`src/rtl/core_bus_pkg.sv`:
```
// Shared definitions for the core bus responder: state encodings, default widths,
// and bit positions of the core's input-pin vector.
package core_bus_pkg;

  localparam int DEF_DATASIZE = 8;
  localparam int DEF_ADDRSIZE = 16;

  // Slices of the core ipin vector that the responder drives
  localparam int IPIN_READY = 0;
  localparam int IPIN_HOLD  = 1;

  typedef enum logic [1:0] {
    IDLE,
    ADDR,
    WAIT,
    DATA
  } bus_state_e;

  typedef enum logic [1:0] {
    HIDLE,
    HREQ,
    HGNT
  } hold_state_e;

endpackage

```
`src/rtl/core_bus_holdarb.sv`:
```
// DMA hold arbitration: raises HOLD toward the core only between bus cycles
// and grants the bus once the core acknowledges.
module core_bus_holdarb
  import core_bus_pkg::*;
(
  input  logic clk,
  input  logic rst,
  input  logic dma_req,
  input  logic bus_hlda,
  input  logic bus_idle,
  output logic core_hold,
  output logic dma_gnt,
  output logic in_gnt
);

  hold_state_e state_q, state_d;
  logic        hold_q, hold_d;

  always_ff @(posedge clk or posedge rst) begin
    if (rst) begin
      state_q <= HIDLE;
      hold_q  <= 1'b0;
    end else begin
      state_q <= state_d;
      hold_q  <= hold_d;
    end
  end

  // A request seen mid-cycle simply waits in HIDLE until the bus FSM is idle
  always_comb begin
    state_d = state_q;
    hold_d  = hold_q;
    case (state_q)
      HIDLE: begin
        if (dma_req && bus_idle) begin
          hold_d  = 1'b1;
          state_d = HREQ;
        end
      end
      HREQ: begin
        if (!dma_req) begin
          hold_d  = 1'b0;
          state_d = HIDLE;
        end else if (bus_hlda) begin
          state_d = HGNT;
        end
      end
      HGNT: begin
        if (!dma_req) begin
          hold_d  = 1'b0;
          state_d = HIDLE;
        end
      end
      default: begin
        hold_d  = 1'b0;
        state_d = HIDLE;
      end
    endcase
  end

  assign core_hold = hold_q;
  assign in_gnt    = (state_q == HGNT);
  assign dma_gnt   = in_gnt & hold_q & bus_hlda;

endmodule

```
`src/rtl/core_bus_responder.sv`:
```
// Memory/IO end of the 8085-style bus cycle: latches the address, inserts wait
// states through READY, moves read/write data and arbitrates DMA hold.
module core_bus_responder
  import core_bus_pkg::*;
#(
  parameter int DATASIZE = DEF_DATASIZE,
  parameter int ADDRSIZE = DEF_ADDRSIZE,
  parameter int WAIT_MEM = 0,
  parameter int WAIT_IO  = 1,
  parameter int CNTSIZE  = 4
) (
  input  logic                         clk,
  input  logic                         rst,
  input  logic                         bus_ale,
  input  logic                         bus_rd,
  input  logic                         bus_wr,
  input  logic                         bus_iom,
  input  logic                         bus_hlda,
  input  logic [ADDRSIZE-DATASIZE-1:0] bus_ahi,
  input  logic [DATASIZE-1:0]          bus_ad_i,
  output logic [DATASIZE-1:0]          bus_ad_o,
  output logic                         bus_ad_oe,
  output logic                         core_ready,
  output logic                         core_hold,
  output logic [ADDRSIZE-1:0]          mem_addr,
  output logic                         mem_iom,
  input  logic [DATASIZE-1:0]          mem_rdata,
  output logic [DATASIZE-1:0]          mem_wdata,
  output logic                         mem_we,
  input  logic                         dma_req,
  output logic                         dma_gnt,
  output logic                         bus_err
);

  localparam logic [CNTSIZE-1:0] W_MEM = CNTSIZE'(WAIT_MEM);
  localparam logic [CNTSIZE-1:0] W_IO  = CNTSIZE'(WAIT_IO);

  bus_state_e          state_q, state_d;
  logic [CNTSIZE-1:0]  cnt_q, cnt_d;
  logic                ready_q, ready_d;
  logic                oe_q, oe_d;
  logic [ADDRSIZE-1:0] addr_q, addr_d;
  logic                iom_q, iom_d;
  logic [DATASIZE-1:0] wdata_q, wdata_d;
  logic                we_q, we_d;
  logic                err_q, err_d;
  logic                wr_cycle_q, wr_cycle_d;
  logic [CNTSIZE-1:0]  wait_sel;
  logic                enter_data;
  logic                enter_wr;
  logic                hold_in_gnt;

  always_ff @(posedge clk or posedge rst) begin
    if (rst) begin
      state_q    <= IDLE;
      cnt_q      <= '0;
      ready_q    <= 1'b1;
      oe_q       <= 1'b0;
      addr_q     <= '0;
      iom_q      <= 1'b0;
      wdata_q    <= '0;
      we_q       <= 1'b0;
      err_q      <= 1'b0;
      wr_cycle_q <= 1'b0;
    end else begin
      state_q    <= state_d;
      cnt_q      <= cnt_d;
      ready_q    <= ready_d;
      oe_q       <= oe_d;
      addr_q     <= addr_d;
      iom_q      <= iom_d;
      wdata_q    <= wdata_d;
      we_q       <= we_d;
      err_q      <= err_d;
      wr_cycle_q <= wr_cycle_d;
    end
  end

  always_comb begin
    state_d    = state_q;
    cnt_d      = cnt_q;
    ready_d    = ready_q;
    oe_d       = oe_q;
    addr_d     = addr_q;
    iom_d      = iom_q;
    wdata_d    = wdata_q;
    we_d       = 1'b0;
    err_d      = err_q;
    wr_cycle_d = wr_cycle_q;
    enter_data = 1'b0;
    enter_wr   = 1'b0;
    wait_sel   = iom_q ? W_IO : W_MEM;

    if (bus_ale && hold_in_gnt) err_d = 1'b1;

    // ALE always starts a fresh cycle; outside IDLE it also aborts the current one
    if (bus_ale) begin
      if (state_q != IDLE) err_d = 1'b1;
      addr_d  = {bus_ahi, bus_ad_i};
      iom_d   = bus_iom;
      ready_d = 1'b1;
      oe_d    = 1'b0;
      cnt_d   = '0;
      state_d = ADDR;
    end else begin
      case (state_q)
        ADDR: begin
          if (bus_rd || bus_wr) begin
            if (bus_rd && bus_wr) err_d = 1'b1;
            wr_cycle_d = bus_wr & ~bus_rd;
            cnt_d      = wait_sel;
            if (wait_sel != '0) begin
              ready_d = 1'b0;
              state_d = WAIT;
            end else begin
              enter_data = 1'b1;
              enter_wr   = bus_wr & ~bus_rd;
              state_d    = DATA;
            end
          end
        end
        WAIT: begin
          cnt_d = cnt_q - 1'b1;
          if (cnt_q == CNTSIZE'(1)) begin
            ready_d    = 1'b1;
            enter_data = 1'b1;
            enter_wr   = wr_cycle_q;
            state_d    = DATA;
          end
        end
        DATA: begin
          if (!bus_rd && !bus_wr) begin
            oe_d    = 1'b0;
            state_d = IDLE;
          end
        end
        default: state_d = IDLE;
      endcase
    end

    if (enter_data) begin
      if (enter_wr) begin
        we_d    = 1'b1;
        wdata_d = bus_ad_i;
      end else begin
        oe_d = 1'b1;
      end
    end
  end

  core_bus_holdarb u_holdarb (
    .clk       (clk),
    .rst       (rst),
    .dma_req   (dma_req),
    .bus_hlda  (bus_hlda),
    .bus_idle  (state_q == IDLE),
    .core_hold (core_hold),
    .dma_gnt   (dma_gnt),
    .in_gnt    (hold_in_gnt)
  );

  assign bus_ad_o   = oe_q ? mem_rdata : '0;
  assign bus_ad_oe  = oe_q;
  assign core_ready = ready_q;
  assign mem_addr   = addr_q;
  assign mem_iom    = iom_q;
  assign mem_wdata  = wdata_q;
  assign mem_we     = we_q;
  assign bus_err    = err_q;

endmodule

```
`config.mk`:
```
export PLATFORM = sky130hd
export DESIGN_NAME = core_bus_responder
export DESIGN_NICKNAME = d
export VERILOG_FILES = /design/src/rtl/core_bus_pkg.sv /design/src/rtl/core_bus_holdarb.sv /design/src/rtl/core_bus_responder.sv
export SDC_FILE = /design/constraint.sdc
export NUM_CORES = 1
export LEC_CHECK = 0
export ABC_AREA = 1
export CAP_MARGIN = 20
export CORE_AREA = 2 2 74 76
export CTS_BUF_LIST = sky130_fd_sc_hd__clkbuf_4
export DETAILED_ROUTE_END_ITERATION = 10
export DIE_AREA = 0 0 76 78
export PLACE_DENSITY_LB_ADDON = 0.1
export SETUP_SLACK_MARGIN = 0.4
export SYNTH_ARGS = -nofsm -noshare
export SYNTH_HDL_FRONTEND = slang
export SYNTH_HIERARCHICAL = 1
export SYNTH_SLANG_ARGS = --single-unit
```
`constraint.sdc`:
```
create_clock -name clk -period 1.7 [get_ports clk]
set_input_delay 0.17 -clock clk [delete_from_list [all_inputs] [get_ports clk]]
set_output_delay 0.17 -clock clk [all_outputs]
set_load 0.005 [all_outputs]
```
Yosys cells after proc, flatten, opt, wreduce, memory -nomap -nowiden
Cells that the tools add are included.
- add/sub/neg operators: 1
- equal/unequal tests: 14
- mux-type cells: 47
- bitwise operators: 5
- reduce and logical (&&, ||, !) cells: 20
- operators by type and width (kind ; number):
    $mux W1 ; 29
    $mux W2 ; 8
    $ne A3 B3 Y1 const B ; 5
    $pmux W2 S3 ; 2
    $reduce_and A3 Y1 ; 3
    $mux W4 ; 2
    $mux W8 ; 1
    $pmux W1 S2 ; 4
    $pmux W4 S2 ; 1
    $eq A2 B2 Y1 const B ; 3
    $reduce_and A2 Y1 ; 3
    $eq A2 B1 Y1 const B ; 2
    $eq A4 B1 Y1 const B ; 1
    $logic_and A1 B1 Y1 ; 4
    $logic_not A2 Y1 ; 2
    $ne A2 B2 Y1 const B ; 2
    $reduce_and A4 Y1 ; 1
    $reduce_bool A4 Y1 ; 1
    $sub A4 B1 Y4 const B ; 1
    $and A1 B1 Y1 ; 3
    $reduce_bool A3 Y1 ; 1
    $logic_not A1 Y1 ; 2
    $ne A2 B1 Y1 const B ; 1
    $not A1 Y1 ; 2
    other kinds (3) ; 3
- register bits: 39
- input port bits: 32
- output and inout bits: 39
- logic and storage cells: 99

Longest topological paths before layout
Gate-level depths: netlist (run 1).
- word-level depth: 8
- mapped depth: 8
- mapped depth without buffers: 8

By module
The synthesis (run 1) kept the hierarchy.
- modules (own cells, without submodules) (module ; instances ; cells an instance ; area an instance (um2) ; seq. area each (um2)):
    core_bus_responder ; 1 ; 216 ; 1771.7 ; 902.1
    core_bus_holdarb ; 1 ; 31 ; 234.0 ; 75.1

Least setup slack after synthesis (run 1)
No wires, ideal clock.
- kind: register -> register
- from: reg, netlist name state_q[0]
- to: reg wdata_q[0] (netlist: mem_wdata[0])
- library setup time: 117 ps
- data arrival time: 1202 ps
- required time: 1583 ps
- setup slack: 381 ps
- cell stages (with the launch flop): 8
- path buffers: 0
- clock period less this slack: 1319 ps
- cell sequence: dfrtp_1 -> inv_1 -> ha_1 -> nand4_1 -> nand2_4 -> nand3_4 -> nand2_1 -> nand2_1
- RTL lines (item ; line ; source):
    end signal, assigned ; core_bus_responder.sv:72 ; wdata_q <= wdata_d;
    end, declared ; core_bus_responder.sv:44 ; logic [DATASIZE-1:0] wdata_q, wdata_d;

Final worst setup path (run 1)
- from: reg oe_q (netlist: bus_ad_oe)
- to: out bus_ad_o[5]
- word-level cells in the longest chain between the ends: 1
- RTL lines (item ; line ; source):
    start, declared ; core_bus_responder.sv:41 ; logic oe_q, oe_d;
    start signal, assigned ; core_bus_responder.sv:58 ; oe_q <= 1'b0;
    start signal, assigned ; core_bus_responder.sv:69 ; oe_q <= oe_d;
    $mux W8 ; core_bus_responder.sv:162 ; assign bus_ad_o = oe_q ? mem_rdata : '0;
    end, declared ; core_bus_responder.sv:21 ; output logic [DATASIZE-1:0] bus_ad_o,
Every way passes these cells.

==> impl_metrics.tcl, run 1 <==
set metrics [dict create \
    status "complete, no violations" \
    worst-path-max-fanout 4 \
    dp_slack_ps 194.0 \
    avgSynthCellArea_um2 8.120 \
    grt_max_degree 29 \
    crit_type "register to output pin" \
    initial_core_util_pct 39.78 \
    timing.rr.start "state_q[0]" \
    yosysWarnings 6 \
    ys_ff_latch 39 \
    io_pins 71 \
    clkTransAtPathRegs_ps 120 \
    first_pass_iters 4 \
    clock_sinks 39 \
    layout_common_cells "nand2_1, dfrtp_1, clkdlybuf4s50_1" \
    grt_pass1_vias 1932 \
    synthTopCellsByArea "dfrtp_1, nand2_1, ha_1" \
    setup_slack_ps 304.6 \
    finalCritPeriodShare_pct 82.08 \
    gp_congestion 0.8163 \
    antennaDiodeCount 0 \
    syn_to_final_growth_pct 61.01 \
    p_clk_share_pct 19.8 \
    grt_use_total_pct 18.63 \
    fmax_ghz 0.7166 \
    drt_iter0_drc 73 \
    cts_max_level 2 \
    cts_tree "done" \
    finalHoldViolCount 0 \
    grt_overflow 0 \
    maxCapViolations 0 \
    drive_gt1_share_pct 29.77 \
    avgRoutedWirePerCell_um 12.53 \
    cts_root_buf "clkbuf_4" \
    fp.dieArea_um2 5928 \
    worstPathArrival_ps 1230 \
    yosysTopAreaCell "dfrtp_1" \
    rsz0062_at_grt "yes" \
    drcViolationCount 0 \
    row_count 26 \
    n_fill_cell 448 \
    combPwrFrac_pct 47.5 \
    setup_viol 0 \
    antenna_left 0 \
    crit_start "bus_ad_oe" \
    slew_headroom_pct 79.17 \
    synth-seq-area-share_pct 48.72 \
    hpwl_um 3458 \
    synth_cell_types 27 \
    io_buffers 70 \
    internal_power_mw 2.558 \
    final_nets 387 \
    postLayoutCoreUtil_pct 64.04 \
    worst_slew_pin_slew_ps 312.4 \
    skew_ps 13.47 \
    p_per_area_nw_per_um2 1234 \
    maxSlewViolCount 0 \
    critPathRequiredTime_ps 1530 \
    fin_cells 416 \
    dpl.cell_count 384 \
    cts_made_buffers 5 \
    synth.cell_area_um2 2006 \
    via_per_inst 4.565 \
    antenna_found_initial 0 \
    switching_share_pct 35.80 \
    cp-start-kind "register" \
    cp-end-kind "output pin" \
    grt_first_pass_wirelength_um 8963 \
    synthCells 247 \
    p_leak_nw 1.703 \
    vias 1899 \
    cts_buffer_depth 2 \
    layout_commonest_cell "nand2_1" \
    core_area_um2 5042 \
    netlist.area_leader.share_pct 47.41 \
    fin_tns_setup_ps 0 \
    die_w_um 76 \
    hold_path_class "input pin to register" \
    die_y_um 78 \
    power_switching_mw 1.426 \
    vdd_ir_drop_max_uv 941.1 \
    period_minus_slack_ps 1395 \
    min_from "bus_ahi[7]" \
    power_mw 3.984 \
    pwr-share-seq_pct 32.6 \
    wirelength_um 5213 \
    worst_skew_pair.late_latency_ps 350 \
    syn_nets 289 \
]
what timing repair did:
action                                  CTS  global route
endpoints found under the setup margin   56            28
hold endpoints to repair                  3             0
gates resized for setup                  97            45
pin swaps                                 9            13
setup buffers                            20             2
cloned                                    1             0
hold buffers                              1             0
state kept, by name, indices dropped and copies added, names as in the netlist:
| register | cells |
|---|---|
| core_ready | 1 |
| mem_we | 1 |
| bus_ad_oe | 1 |
| state_q | 2 |
| mem_addr | 16 |
| u_holdarb/state_q | 2 |
| mem_wdata | 8 |
| cnt_q | 4 |
| wr_cycle_q | 1 |
| bus_err | 1 |
| mem_iom | 1 |
| u_holdarb/core_hold | 1 |
synth_stat cells (all sizes together):
cell,n
a21oi,2
a22oi,1
buf,7
clkbuf,1
dfrtp,38
dfstp,1
ha,10
inv,30
nand2,98
nand3,10
nand4,13
nor2,19
nor3,3
o211ai,1
o21a,1
o21ai,11
or2,1
worst max-delay path: stages, from the launching register on:
cell and delay [ps]:
dfrtp_2 440, buf_6 130, buf_6 120, nand2_4 40, inv_2 30, buf_6 100
path summary, 6_finish.rpt:
kind,end,slack (ps),cells past startpoint
hold / removal,mem_addr[15],340,3
hold reg to reg,mem_addr[12],480,2
setup reg to reg,mem_wdata[0],330,7
max in group asynchronous,core_ready,650,4
min in group asynchronous,u_holdarb/state_q[0],560,3
setup / recovery,bus_ad_o[5],300,5
area by class of cell:
type,count,area (µm²),share of cell area [%]
Clock buffer,6,45.04,1.395
Clock inverter,2,60.06,1.860
Inverter,30,115.1,3.564
Multi-Input combinational cell,171,1042,32.27
Sequential cell,39,978.4,30.30
Tap cell,70,87.58,2.712
Timing Repair Buffer,98,900.9,27.90
power groups by stage:
stage | registers (mW) | clock network [mW] | logic, mW
final | 1.30 | 0.791 | 1.89
after global routing | 1.33 | 0.849 | 2.11
after CTS | 1.29 | 0.809 | 1.72
after detailed placement | 1.33 | 0 | 1.38
after global placement | 1.33 | 0 | 1.36
after floorplan | 1.30 | 0 | 0.807
cell families (layout without fill, tap and decap cells):
logic type | Yosys count | after routing | share of synthesized area, %
compound gates | 16 | 16 | 4.554
fa+ha+maj | 10 | 10 | 6.238
buf+inv | 38 | 136 | 8.234
flops | 39 | 39 | 48.72
simple gates | 144 | 145 | 32.25
layer usage:
layer	global-route usage [%]	vias to the layer above	wire, µm
met5	0	-	0
met4	5.091	0	55
met3	5.116	6	279
met2	31.34	55	2555
met1	23.75	860	2322
li1	-	978	-
metrics by stage:
| step | instance area, µm² | hold slack (ps) |
|---|---|---|
| detailed placement | 2806 | 372.7 |
| floorplan | 2008 | -76.36 |
| global placement | 2806 | 378.1 |
| global route | 3229 | 325.6 |
| CTS | 3104 | 322.0 |
| finish | 3229 | 341.6 |
Power figures use the tool's default switching activity.
==> inputs of run 2 (changes only) <==
==> constraint.sdc (replaced) <==
create_clock -name clk -period 1.3 [get_ports clk]
set_input_delay 0.13 -clock clk [delete_from_list [all_inputs] [get_ports clk]]
set_output_delay 0.13 -clock clk [all_outputs]
set_load 0.005 [all_outputs]
==> impl_metrics.tcl, run 2 (synthesized netlist as in run 1, its figures left out) <==
set metrics [dict create \
    slew_headroom_pct 76.67 \
    drt_iter0_drc 60 \
    skew_ps 11.42 \
    n_fill_cell 445 \
    worst_skew_pair.late_latency_ps 340 \
    hpwl_um 3654 \
    setup_slack_ps -76.44 \
    initial_core_util_pct 39.78 \
    fin_cells 433 \
    die_y_um 78 \
    cts_buffer_depth 2 \
    rrSetupSlack_ps -80 \
    cts_made_buffers 5 \
    drive_gt1_share_pct 43.80 \
    antennaDiodeCount 0 \
    crit_type "register to register" \
    vdd_ir_drop_max_uv 953.9 \
    layout_common_cells "nand2_1, dfrtp_1, buf_4" \
    cts_tree "done" \
    maxSlewViolCount 0 \
    worst_slew_pin_slew_ps 349.5 \
    stdcell_area_um2 3388 \
    p_leak_nw 1.784 \
    worstPathArrival_ps 1630 \
    vias 1982 \
    gp_congestion 0.7850 \
    dpl.cell_count 399 \
    cts_root_buf "clkbuf_4" \
    setup_viol 15 \
    antenna_left 0 \
    core_area_um2 5042 \
    wirelength_um 5511 \
    finalHoldViolCount 0 \
    fmax_ghz 0.7265 \
    first_pass_iters 4 \
    maxCapViolations 0 \
    finalCritPeriodShare_pct 105.9 \
    io_pins 71 \
    final_nets 404 \
    cp-start-kind "register" \
    drcViolationCount 0 \
    clock_sinks 39 \
    via_per_inst 4.577 \
    place_area_um2 2968 \
    clkTransAtPathRegs_ps 120 \
    syn_to_final_growth_pct 68.93 \
    cp-end-kind "register" \
    layout_commonest_cell "nand2_1" \
    grt_use_total_pct 18.61 \
    critPathRequiredTime_ps 1550 \
    row_count 26 \
    grt_pass1_vias 1950 \
    grt_first_pass_wirelength_um 8942 \
    postLayoutCoreUtil_pct 67.20 \
    p_per_area_nw_per_um2 1670 \
    antenna_found_initial 0 \
    status "finished, violations left" \
    holdWs_ps 28.18 \
    fin_tns_setup_ps -550.1 \
    die_w_um 76 \
    rsz0062_at_grt "yes" \
    avgRoutedWirePerCell_um 12.73 \
    worst-path-max-fanout 5 \
    hold_path_class "input pin to async pin" \
    period_minus_slack_ps 1376 \
    largest_reg_flops 16 \
    io_buffers 70 \
    grt_overflow 0 \
    violations "setup timing" \
    fp.dieArea_um2 5928 \
    cts_max_level 2 \
    grt_max_degree 20 \
]
[run 2: cell types whose count changed in the layout (fill, tap and decap cells not counted), moves of 5 or more]
| cell | previous run | this run |
|---|---|---|
| buf_2 | 6 | 33 |
| buf_4 | 16 | 35 |
| dlygate4sd2_1 | 28 | 0 |
| ha_4 | 4 | 9 |
[run 2: what timing repair did]
item	in CTS	in global routing
pin swaps	12	14
hold endpoints to repair	0	0
gates cloned	0	1
setup endpoints to repair	61	73
hold buffers	0	0
resized for setup	196	43
buffers inserted	12	13
[run 2: where the power goes]
part           internal (mW)  total, mW  switching [mW]
clock                  0.621       1.02           0.399
combinational           1.49       2.91            1.42
sequential              1.50       1.72           0.217
total                   3.62       5.66            2.04
[run 2: final timing paths]
kind	cells past startpoint	endpoint	startpoint
worst min register to register	2	mem_addr[9]	mem_addr[9]
max in group asynchronous	3	core_ready	rst
min in group clk	4	cnt_q[2]	bus_ale
worst max-delay path	8	cnt_q[3]	state_q[1]
worst min-delay path	2	u_holdarb/state_q[0]	rst
worst max register to register	8	cnt_q[3]	state_q[1]
[run 2: layout make-up]
class                           instances  area (µm²)  area share (%)
Multi-Input combinational cell        171        1151           33.97
Tap cell                               70       87.58           2.585
Inverter                               30       126.4           3.730
Clock inverter                          2       60.06           1.773
Timing Repair Buffer                  115       938.4           27.70
Sequential cell                        39       979.7           28.91
Clock buffer                            6       45.04           1.329
[run 2: layer usage]
| layer | vias up | global-route usage, % | wire (µm) |
|---|---|---|---|
| met1 | 931 | 22.67 | 2319 |
| met2 | 37 | 33.84 | 2939 |
| met4 | 0 | 4.364 | 40 |
| met3 | 5 | 3.953 | 212 |
| met5 | - | 0 | 0 |
| li1 | 1009 | - | - |
[run 2: per-stage QoR]
stage	power [mW]	worst slack [ps]
after floorplan	2.905	38.29
after global placement	3.835	-76.44
after detailed placement	3.867	-125.3
after CTS	5.159	-24.26
after global routing	6.055	-140.5
final	5.658	-76.44
[run 2: worst max-delay path: stages (launching register included)]
cell,delay [ps]
dfrtp_2,490
ha_4,200
buf_4,140
nor2_4,140
nand2_4,100
nand3_2,70
nand2_1,50
nand2_1,50
nor2_1,40
==> inputs of run 3 (changes only) <==
--- a/config.mk
+++ b/config.mk
@@ -7,10 +7,9 @@
 export LEC_CHECK = 0
 export ABC_AREA = 1
 export CAP_MARGIN = 20
-export CORE_AREA = 2 2 74 76
-export CTS_BUF_LIST = sky130_fd_sc_hd__clkbuf_4
+export CORE_AREA = 2 2 80 82
 export DETAILED_ROUTE_END_ITERATION = 10
-export DIE_AREA = 0 0 76 78
+export DIE_AREA = 0 0 82 84
 export PLACE_DENSITY_LB_ADDON = 0.1
 export SETUP_SLACK_MARGIN = 0.4
 export SYNTH_ARGS = -nofsm -noshare
==> impl_metrics.tcl, run 3 (synthesized netlist as in run 1, its figures left out) <==
set metrics [dict create \
    wl_met1_um 2238 \
    die_y_um 84 \
    worstPathArrival_ps 1530 \
    syn_to_final_growth_pct 65.44 \
    antenna_found_initial 0 \
    vdd_ir_drop_max_uv 1295 \
    worst_skew_pair.late_latency_ps 290 \
    cp-start-kind "register" \
    grt_overflow 0 \
    antenna_left 0 \
    p_per_area_nw_per_um2 1665 \
    layout_common_cells "nand2_1, dfrtp_1, buf_2" \
    fmax_ghz 0.7379 \
    wl_met2_um 2627 \
    slew_headroom_pct 79.44 \
    n_fill_cell 587 \
    io_buffers 70 \
    largest_reg_flops 16 \
    initial_core_util_pct 32.90 \
    cts_root_buf "clkbuf_8" \
    worst-path-max-fanout 5 \
    grt_pass1_vias 1930 \
    crit_type "register to register" \
    timing.rr.start "state_q[0]" \
    maxSlewViolCount 0 \
    power_mw 5.525 \
    stdcell_area_um2 3318 \
    die_w_um 82 \
    grt_first_pass_wirelength_um 8480 \
    avgRoutedWirePerCell_um 11.85 \
    period_minus_slack_ps 1355 \
    antennaDiodeCount 0 \
    cts_tree "done" \
    hpwl_um 3653 \
    grt_use_total_pct 15.78 \
    wirelength_um 5200 \
    grt_max_degree 37 \
    cts_buffer_depth 2 \
    via_per_inst 4.446 \
    skew_ps 11.35 \
    critPathRequiredTime_ps 1480 \
    setup_slack_ps -55.22 \
    crit_start "state_q[0]" \
    place_area_um2 2992 \
    row_count 29 \
    drt_iter0_drc 80 \
    layout_commonest_cell "nand2_1" \
    first_pass_iters 4 \
    fp.dieArea_um2 6888 \
    worst_slew_pin_slew_ps 306.1 \
    setup_viol 14 \
    vias 1952 \
    p_leak_nw 1.752 \
    drive_gt1_share_pct 41.99 \
    hold_path_class "input pin to async pin" \
    wl_met3_um 282 \
    rsz0062_at_grt "yes" \
    cts_max_level 2 \
    status "finished, violations left" \
    drcViolationCount 0 \
    violations "setup timing" \
    dr.max_layer_used "met4" \
    finalHoldViolCount 0 \
    maxCapViolations 0 \
    finalCritPeriodShare_pct 104.2 \
    cp-end-kind "register" \
    core_area_um2 6096 \
    final_nets 403 \
    clock_sinks 39 \
    clkTransAtPathRegs_ps 90 \
    gp_congestion 0.7849 \
    io_pins 71 \
    cts_made_buffers 5 \
]
[run 3: per-layer routing]
layer  vias up  global-route usage (%)
li1       1001                       -
met1       901                   19.06
met2        44                   26.98
met3         6                   4.437
met4         0                   4.394
met5         -                       0
[run 3: worst paths after layout]
path | end | slack [ps] | cells past startpoint
max in group asynchronous | core_ready | 810 | 3
worst min register to register | mem_addr[7] | 470 | 2
worst max register to register | mem_wdata[7] | -60 | 7
worst min-delay path | u_holdarb/state_q[1] | 90 | 2
min in group clk | mem_addr[15] | 380 | 3
worst max-delay path | mem_wdata[7] | -60 | 7
[run 3: critical path, stage by stage (launching register included)]
cell and delay [ps]:
dfrtp_2 440, buf_6 130, ha_4 170, nand3_1 120, nand2_4 110, buf_4 160, nand4_1 60, nand2_1 50
[run 3: repair_timing]
| action | in CTS | in global routing |
|---|---|---|
| hold buffers | 0 | 0 |
| pin swaps | 10 | 15 |
| endpoints found under the hold margin | 0 | 0 |
| endpoints found under the setup margin | 78 | 61 |
| cloned | 1 | 0 |
| gates resized for setup | 187 | 34 |
| setup buffers | 14 | 8 |
[run 3: area by class of cell]
class | count | area, µm² | share of cell area (%)
Multi-Input combinational cell | 171 | 1041 | 31.37
Sequential cell | 39 | 980.9 | 29.56
Timing Repair Buffer | 114 | 943.4 | 28.43
Inverter | 30 | 123.9 | 3.733
Tap cell | 77 | 96.34 | 2.903
Clock buffer | 6 | 72.57 | 2.187
Clock inverter | 2 | 60.06 | 1.810
[run 3: report_power, final]
part / total, mW / internal (mW) / switching (mW)
logic: 2.62 / 1.34 / 1.27
registers: 1.71 / 1.51 / 0.203
clock network: 1.19 / 0.767 / 0.427
total: 5.52 / 3.62 / 1.91
[run 3: through the flow]
step	std cells	setup slack [ps]	hold WS, ps	TNS (ps)	utilization, %
5_1_grt	439	-130.5	104.4	-1671	54.43
2_1_floorplan	247	38.29	-116.4	0	-
3_5_place_dp	408	-117.2	394.7	-1825	49.08
6_report	439	-55.22	88.82	-481.2	54.43
3_3_place_gp	408	-120.3	394.5	-1692	49.08
4_1_cts	431	-62.30	89.54	-748.1	51.79
